File: config.mk
export PLATFORM = sky130hd
export DESIGN_NAME = dict_master
export DESIGN_NICKNAME = d
export VERILOG_FILES = /design/src/rtl/dict_pkg.sv /design/src/rtl/dict_master.sv
export SDC_FILE = /design/constraint.sdc
export NUM_CORES = 1
export LEC_CHECK = 0
export CAP_MARGIN = 30
export CELL_PAD_IN_SITES_DETAIL_PLACEMENT = 1
export CELL_PAD_IN_SITES_GLOBAL_PLACEMENT = 2
export CORE_ASPECT_RATIO = 1.75
export CORE_MARGIN = 1.5
export CORE_UTILIZATION = 22
export DETAILED_ROUTE_END_ITERATION = 16
export PLACE_DENSITY_LB_ADDON = 0.12
export SLEW_MARGIN = 25
export SYNTH_ARGS = -nofsm -noshare
export SYNTH_HDL_FRONTEND = slang
export SYNTH_SLANG_ARGS = --single-unit
File: constraint.sdc
create_clock -name i_clk -period 4.1 [get_ports i_clk]
set_input_delay 0.82 -clock i_clk [delete_from_list [all_inputs] [get_ports i_clk]]
set_output_delay 0.82 -clock i_clk [all_outputs]
set_load 0.02 [all_outputs]
File: src/rtl/dict_pkg.sv
// Shared encodings for the dictionary request/done interface and the dict_master FSM.
// Op codes are shared with the dictionary; is_fast_op() flags the single-cycle ops.
package dict_pkg;

    typedef enum logic [2:0] {
        OP_SET         = 3'd0,
        OP_GET         = 3'd1,
        OP_ENCODE      = 3'd2,
        OP_SET_FAST    = 3'd3,
        OP_GET_FAST    = 3'd4,
        OP_DELETE      = 3'd5,
        OP_DELETE_FAST = 3'd6,
        OP_ILLEGAL     = 3'd7
    } dict_op_e;

    typedef enum logic [2:0] {
        S_IDLE  = 3'd0,
        S_DRAIN = 3'd1,
        S_ISSUE = 3'd2,
        S_WAIT  = 3'd3,
        S_RESP  = 3'd4
    } dict_state_e;

    function automatic logic is_fast_op(input logic [2:0] op);
        return (op == OP_SET_FAST) || (op == OP_GET_FAST) || (op == OP_DELETE_FAST);
    endfunction

endpackage

File: src/rtl/dict_master.sv
// Request/response initiator for the string-to-integer dictionary.
// Optional abort on a stuck dictionary: define DICT_MASTER_TIMEOUT_EN.
module dict_master
    import dict_pkg::*;
#(
    parameter int unsigned ENTRIES        = 10,
    parameter int unsigned ENTRIES_BITS   = $clog2(ENTRIES),
    parameter int unsigned KEY_WIDTH      = 8,
    parameter int unsigned KEY_LENGTH     = 1,
    parameter int unsigned VALUE_WIDTH    = 32,
    parameter int unsigned VALUE_LENGTH   = 1,
    parameter int unsigned TIMEOUT_CYCLES = 16
) (
    input  logic                    i_clk,
    input  logic                    i_rst,

    input  logic                    i_req_valid,
    output logic                    o_req_ready,
    input  logic [2:0]              i_req_op,
    input  logic [KEY_WIDTH-1:0]    i_req_key   [KEY_LENGTH],
    input  logic [ENTRIES_BITS-1:0] i_req_index,
    input  logic [VALUE_WIDTH-1:0]  i_req_value [VALUE_LENGTH],

    output logic                    o_dict_ready,
    output logic [2:0]              o_dict_op,
    output logic [KEY_WIDTH-1:0]    o_dict_key   [KEY_LENGTH],
    output logic [ENTRIES_BITS-1:0] o_dict_index,
    output logic [VALUE_WIDTH-1:0]  o_dict_value [VALUE_LENGTH],
    input  logic                    i_dict_done,
    input  logic                    i_dict_err,
    input  logic [ENTRIES_BITS-1:0] i_dict_index,
    input  logic [VALUE_WIDTH-1:0]  i_dict_value [VALUE_LENGTH],

    output logic                    o_rsp_valid,
    input  logic                    i_rsp_ready,
    output logic                    o_rsp_err,
    output logic                    o_rsp_timeout,
    output logic [ENTRIES_BITS-1:0] o_rsp_index,
    output logic [VALUE_WIDTH-1:0]  o_rsp_value [VALUE_LENGTH],

    output logic [2:0]              d_state
);

    if (TIMEOUT_CYCLES < 1) begin : g_bad_timeout
        $error("dict_master: TIMEOUT_CYCLES must be at least 1");
    end

    dict_state_e state;
    logic        to_expired;

    assign d_state = state;

`ifdef DICT_MASTER_TIMEOUT_EN
    localparam int unsigned TO_W = $clog2(TIMEOUT_CYCLES + 1);

    logic [TO_W-1:0] to_cnt;
    logic            to_stay;

    // The counter only survives cycles where the FSM stays put, so it clears on every state change.
    assign to_stay    = ((state == S_DRAIN) &&  i_dict_done) ||
                        ((state == S_WAIT)  && !i_dict_done);
    assign to_expired = to_stay && (to_cnt == TO_W'(TIMEOUT_CYCLES - 1));

    always_ff @(posedge i_clk) begin
        if (i_rst) begin
            to_cnt <= '0;
        end else if (to_stay && !to_expired) begin
            to_cnt <= to_cnt + 1'b1;
        end else begin
            to_cnt <= '0;
        end
    end

    always_ff @(posedge i_clk) begin
        if (i_rst) begin
            o_rsp_timeout <= 1'b0;
        end else if ((state == S_IDLE) && i_req_valid) begin
            o_rsp_timeout <= 1'b0;
        end else if (to_expired) begin
            o_rsp_timeout <= 1'b1;
        end
    end
`else
    assign to_expired    = 1'b0;
    assign o_rsp_timeout = 1'b0;
`endif

    always_ff @(posedge i_clk) begin
        if (i_rst) begin
            state        <= S_IDLE;
            o_req_ready  <= 1'b1;
            o_dict_ready <= 1'b0;
            o_dict_op    <= '0;
            o_dict_key   <= '{default: '0};
            o_dict_index <= '0;
            o_dict_value <= '{default: '0};
            o_rsp_valid  <= 1'b0;
            o_rsp_err    <= 1'b0;
            o_rsp_index  <= '0;
            o_rsp_value  <= '{default: '0};
        end else begin
            o_dict_ready <= 1'b0;
            case (state)
                S_IDLE: begin
                    if (i_req_valid) begin
                        o_req_ready  <= 1'b0;
                        o_dict_op    <= i_req_op;
                        o_dict_key   <= i_req_key;
                        o_dict_index <= i_req_index;
                        o_dict_value <= i_req_value;
                        if (i_req_op == OP_ILLEGAL) begin
                            state       <= S_RESP;
                            o_rsp_valid <= 1'b1;
                            o_rsp_err   <= 1'b1;
                            o_rsp_index <= '0;
                            o_rsp_value <= '{default: '0};
                        end else begin
                            state <= S_DRAIN;
                        end
                    end
                end

                // A done still high from the previous op must fall before issuing.
                S_DRAIN: begin
                    if (!i_dict_done) begin
                        state        <= S_ISSUE;
                        o_dict_ready <= 1'b1;
                    end else if (to_expired) begin
                        state       <= S_RESP;
                        o_rsp_valid <= 1'b1;
                        o_rsp_err   <= 1'b1;
                        o_rsp_index <= '0;
                        o_rsp_value <= '{default: '0};
                    end
                end

                S_ISSUE: begin
                    state <= S_WAIT;
                end

                S_WAIT: begin
                    if (i_dict_done) begin
                        state       <= S_RESP;
                        o_rsp_valid <= 1'b1;
                        o_rsp_err   <= i_dict_err;
                        o_rsp_index <= i_dict_index;
                        o_rsp_value <= i_dict_value;
                    end else if (to_expired) begin
                        state       <= S_RESP;
                        o_rsp_valid <= 1'b1;
                        o_rsp_err   <= 1'b1;
                        o_rsp_index <= '0;
                        o_rsp_value <= '{default: '0};
                    end
                end

                S_RESP: begin
                    if (i_rsp_ready) begin
                        state       <= S_IDLE;
                        o_rsp_valid <= 1'b0;
                        o_req_ready <= 1'b1;
                    end
                end

                default: begin
                    state       <= S_IDLE;
                    o_rsp_valid <= 1'b0;
                    o_req_ready <= 1'b1;
                end
            endcase
        end
    end

endmodule

==> results.yml, run 1 <==
floorplan:
  die_y_um: 162
  die_w_um: 94.0
  dieArea_um2: 15200
  coreArea_um2: 14300
  initial_core_util_pct: 22.3
  rows: 58
  num_io_pins: 180
critical_path:
  rrSetupSlack_ns: 2.17
  path_max_fanout: 14
  critPathTopFamily: "buffers and inverters"
  crit_path_start_kind: "register"
  path_buf_inv: 1
  cp-end-kind: "primary output"
  cpPeakStageDelay_ns: 0.71
  worst_ep_required_time_ns: 3.28
  worstPathCellList: "clkdlybuf4s50_1"
  worstSetupPathType: "reg2out"
  cp.arrival_ns: 1.70
  cp_slowest_cell: "clkdlybuf4s50_1"
global_route:
  grt_pass1_wl_mm: 16.8
  antenna_found_initial: 0
  gr-usage-all-layers_pct: 14.2
  grt_max_degree: 53
  grt_overflow_total: 0
  first_global_vias: 3203
final_layout:
  area_delta_synth_final_pct: 70.4
  final_nets: 586
  diodes: 0
  drive_gt1_share_pct: 5.58
clock_tree:
  htreeDepth: 3
  cts_hold_buf: 0
  cts.reportedPaths.clkPinSlew_ns: 0.07
  clk_path_buf_depth: 2
  root_buffer: "clkbuf_16"
  insertion_delay_ns: 0.35
  post_cts_resized: 0
  postCtsSetupBuffers: 0
  cts_buffers: 9
  cts_tree: "done"
  cts.sinks: 90
synthesis:
  synth_nets: 423
  netlist.area_leader.share_pct: 56.5
  synth-seq-area-share_pct: 56.5
  synth-warning-count: 0
  ys_ff_latch: 90
  synth_cell_type_count: 31
  syn_avg_cell_area_um2: 9.54
  synth_cells: 334
  yosys.area.top_type: "dfxtp_1"
  synth_area_leaders: "dfxtp_1 (57%), a32o_1 (11%), nand2_1 (11%), a21oi_1 (8.0%), buf_6 (1.8%)"
  syn_area_um2: 3190
outcome:
  outcome: "complete, no violations"
power:
  vdd_drop_max_mv: 0.232
  power_density_nw_per_um2: 556
  leakage_uw: 0.00196
route:
  vias: 3083
  drt-total-wl_mm: 10.5
  wl_per_cell_um: 15.4
  drt_iter0_markers: 95
  ant_nets: 0
  vias_per_cell: 4.52
  drtPass1Iterations: 4
  drcViolationCount: 0
timing:
  fin_worst_skew_ns: 0.00779
  tightest_slew_ns: 0.602
  hold_violations: 0
  grt_setup_unrepaired: "no"
  period_share_pct: 61.6
  maxSlewViolCount: 0
  finalCriticalPeriod_ns: 2.52
  finalSetupTns_ns: 0
  holdWs_ns: 0.451
  setup_violations: 0
  max_slew_margin_pct: 59.8
  fmax_mhz: 396
placed_design:
  io_buffers: 178
  gp_congestion: 0.669
  hpwl_mm: 7.36
flow_run:
  maxCapViolations: 0
min_path:
  min_path_type: "reg2reg"
cell type report:
type	count	area, µm²
flip-flops and latches	90	1800
clock buffers	9	225
clock inverters	7	149
well taps	180	225
multi-input cells	209	1190
fillers	1626	8870
inverters	3	11.3
repair buffers	184	1820
logic make-up (layout without fill, tap and decap cells):
logic type             count (synthesis)  count (layout)  synth area share [%]
AO/OA/AOI/OAI                         98              98                  22.0
flip-flops                            90              90                  56.5
AND/OR/NAND/NOR                      109             109                  14.8
multiplexers                           1               1                 0.314
other                                  1               1                 0.118
buffers and inverters                 35             203                  6.16
sequential cells by signal, indices dropped and copies added, names as in the netlist, 3 cells and up:
register      count
o_rsp_value      32
o_dict_index      4
o_dict_key        8
d_state           3
o_dict_value     32
o_dict_op         3
o_rsp_index       4
routing by layer:
| metal | track usage, % | part of all wire [%] | vias up |
|---|---|---|---|
| li1 | - | - | 1500 |
| met1 | 15.5 | 39 | 1451 |
| met2 | 25.0 | 52 | 114 |
| met3 | 3.60 | 6.7 | 18 |
| met4 | 6.65 | 2.7 | 0 |
| met5 | 0 | 0 | - |
stage by stage:
step	setup slack [ns]	power [µW]	std cells	instance area, µm²	utilization, %
final	1.58	3020	682	5430	38.0
after CTS	1.54	3090	682	5430	38.0
after floorplan	2.22	1630	334	3190	-
after global routing	1.49	3210	682	5430	38.0
after detailed placement	1.39	2030	666	5050	35.4
after global placement	1.42	2010	666	5050	35.4
cells in the mapped netlist:
| library cell | number |
|---|---|
| nand2_1 | 94 |
| dfxtp_1 | 90 |
| a21oi_1 | 51 |
| a32o_1 | 36 |
| clkbuf_1 | 13 |
| buf_2 | 10 |
| buf_6 | 5 |
| buf_4 | 4 |
| inv_1 | 3 |
| nor2_1 | 3 |
| a2111oi_0 | 2 |
| nand3b_1 | 2 |
| nor4_1 | 2 |
| o21a_1 | 2 |
| a21bo_2 | 1 |
| a21o_1 | 1 |
| a221oi_1 | 1 |
| and2_1 | 1 |
| and3_1 | 1 |
| and4b_1 | 1 |
| conb_1 | 1 |
| mux2i_1 | 1 |
| nand2b_1 | 1 |
| nor4b_4 | 1 |
| o21ai_0 | 1 |
| o22ai_1 | 1 |
| o311ai_0 | 1 |
| o31ai_1 | 1 |
| or3_1 | 1 |
| or3b_2 | 1 |
| or4b_4 | 1 |
where the power goes:
| part | total [µW] | switching, µW | internal (µW) |
|---|---|---|---|
| registers | 1090 | 95.5 | 994 |
| logic | 900 | 499 | 400 |
| clock network | 1030 | 365 | 665 |
cells in the final DEF, fill, tap and decap left out, drive strengths merged, types with 2 or more instances in the layout:
cell type      count
nor4               2
a21oi             51
a32o              36
nand2             94
a2111oi            2
nor2               3
buf                7
inv                5
nand3b             2
clkdlybuf4s50    177
dfxtp             90
bufinv             4
clkbuf             9
o21a               2
path summary, 6_finish.rpt:
check                                       to                       start  depth (start not counted)
hold reg to reg     o_dict_key[5]$_SDFFE_PP0P_  o_dict_key[5]$_SDFFE_PP0P_                          2
setup reg to reg  o_rsp_value[10]$_SDFFE_PP0P_     d_state[2]$_SDFFE_PP0P_                          5
hold / removal      o_dict_key[5]$_SDFFE_PP0P_  o_dict_key[5]$_SDFFE_PP0P_                          2
setup / recovery                    d_state[0]     d_state[0]$_SDFFE_PP0P_                          1
No activity file was read; power rests on OpenSTA's default activity.
==> inputs of run 2 (changes only) <==
CORE_UTILIZATION = 19   (was 22)
clock period = 2.16 ns   (was 4.1 ns; I/O delays follow)
==> results.yml, run 2 (synthesis gave the netlist of run 1 again) <==
clock_tree:
  postCtsSetupBuffers: 0
  cts.sinks: 90
  cts_hold_buf: 0
  cts_tree: "done"
  clk_path_buf_depth: 2
  cts.reportedPaths.clkPinSlew_ns: 0.07
  htreeDepth: 3
  post_cts_resized: 2
  cts_buffers: 9
  insertion_delay_ns: 0.34
  root_buffer: "clkbuf_16"
final_layout:
  finalNonFillerCells: 733
  drive_gt1_share_pct: 7.27
  top_regs: "o_dict_value: 32 flops, o_rsp_value: 32 flops, o_dict_key: 8 flops"
  area_delta_synth_final_pct: 72.7
  num-fill-cells: 1896
  final_nets: 593
  diodes: 0
  layout_common_cells: "clkdlybuf4s50_1 (177), nand2_1 (94), dfxtp_1 (88), a21oi_1 (51), a32o_1 (36)"
  final_common_cell: "clkdlybuf4s50_1"
critical_path:
  crit_path_start_kind: "register"
  path_max_fanout: 7
  cp.arrival_ns: 1.53
  worst_ep_required_time_ns: 1.73
  cpPeakStageDelay_ns: 0.68
  rrSetupSlack_ns: 0.49
  critPathTopFamily: "buffers and inverters"
  worstPathCellList: "clkdlybuf4s50_1"
  path_buf_inv: 1
  worstSetupPathType: "reg2out"
  cp_slowest_cell: "clkdlybuf4s50_1"
  cp-end-kind: "primary output"
route:
  drt-total-wl_mm: 11.8
  drt_iter0_markers: 82
  vias: 3078
  ant_nets: 0
  drcViolationCount: 0
  wl_per_cell_um: 16.1
  drtPass1Iterations: 4
  vias_per_cell: 4.20
timing:
  fmax_mhz: 509
  holdWs_ns: 0.456
  timing.final.ws_setup_ns: 0.197
  period_share_pct: 90.9
  maxSlewViolCount: 0
  grt_setup_unrepaired: "no"
  finalSetupTns_ns: 0
  setup_violations: 0
  finalCriticalPeriod_ns: 1.96
  fin_worst_skew_ns: 0.00996
  hold_violations: 0
global_route:
  grt_max_degree: 39
  antenna_found_initial: 0
  gr-usage-all-layers_pct: 13.7
  grt_overflow_total: 0
  grt_pass1_wl_mm: 18.3
  first_global_vias: 3128
power:
  totalPowerFinal_uw: 5580
  vdd_drop_max_mv: 0.419
  power_density_nw_per_um2: 1010
  leakage_uw: 0.00198
floorplan:
  die_w_um: 101
  dieArea_um2: 17600
  initial_core_util_pct: 19.4
  coreArea_um2: 16400
  rows: 62
  die_y_um: 174
  num_io_pins: 180
placed_design:
  gp_congestion: 0.749
  hpwl_mm: 8.53
  dpl.cell_count: 717
  place_ws_ns: 0.0933
  io_buffers: 178
flow_run:
  maxCapViolations: 0
outcome:
  outcome: "complete, no violations"
min_path:
  min_path_type: "reg2reg"
[run 2: worst paths after layout]
path | start | to | depth (start not counted)
setup / recovery | d_state[1]$_SDFFE_PP0P_ | d_state[1] | 1
hold / removal | o_dict_value[21]$_SDFFE_PP0P_ | o_dict_value[21]$_SDFFE_PP0P_ | 2
setup reg to reg | d_state[1]$_SDFFE_PP0P_ | o_rsp_value[10]$_SDFFE_PP0P_ | 5
hold reg to reg | o_dict_value[21]$_SDFFE_PP0P_ | o_dict_value[21]$_SDFFE_PP0P_ | 2
[run 2: metrics by stage]
stage,utilization (%),area (µm²)
after floorplan,-,3190
after global placement,31.5,5190
after detailed placement,31.5,5190
after CTS,33.5,5500
after global routing,33.5,5500
final,33.5,5500
[run 2: worst min-delay path, cell delays in order, from the launching register on]
cell,delay [ns]
dfxtp_1,0.31
nand2_1,0.05
a21oi_1,0.05
[run 2: where the power goes]
group | leakage [µW] | internal (µW) | total (µW) | switching (µW)
Clock | 0.000156 | 968 | 1660 | 694
Combinational | 0.00109 | 853 | 1850 | 996
Sequential | 0.000734 | 1890 | 2070 | 176
[run 2: final cells by class]
type / instances / area (µm²) / share of cell area [%]
multi-input cells: 209 / 1190 / 21.7
clock inverters: 5 / 61.3 / 1.11
flip-flops and latches: 90 / 1800 / 32.8
inverters: 3 / 11.3 / 0.205
clock buffers: 11 / 253 / 4.59
repair buffers: 191 / 1900 / 34.5
well taps: 224 / 280 / 5.09
[run 2: routing by layer]
layer	vias up	wire, µm	track usage, %
met5	-	0	0
met4	0	121	3.99
met3	6	505	3.18
met2	93	6490	24.9
met1	1467	4670	15.6
li1	1512	-	-
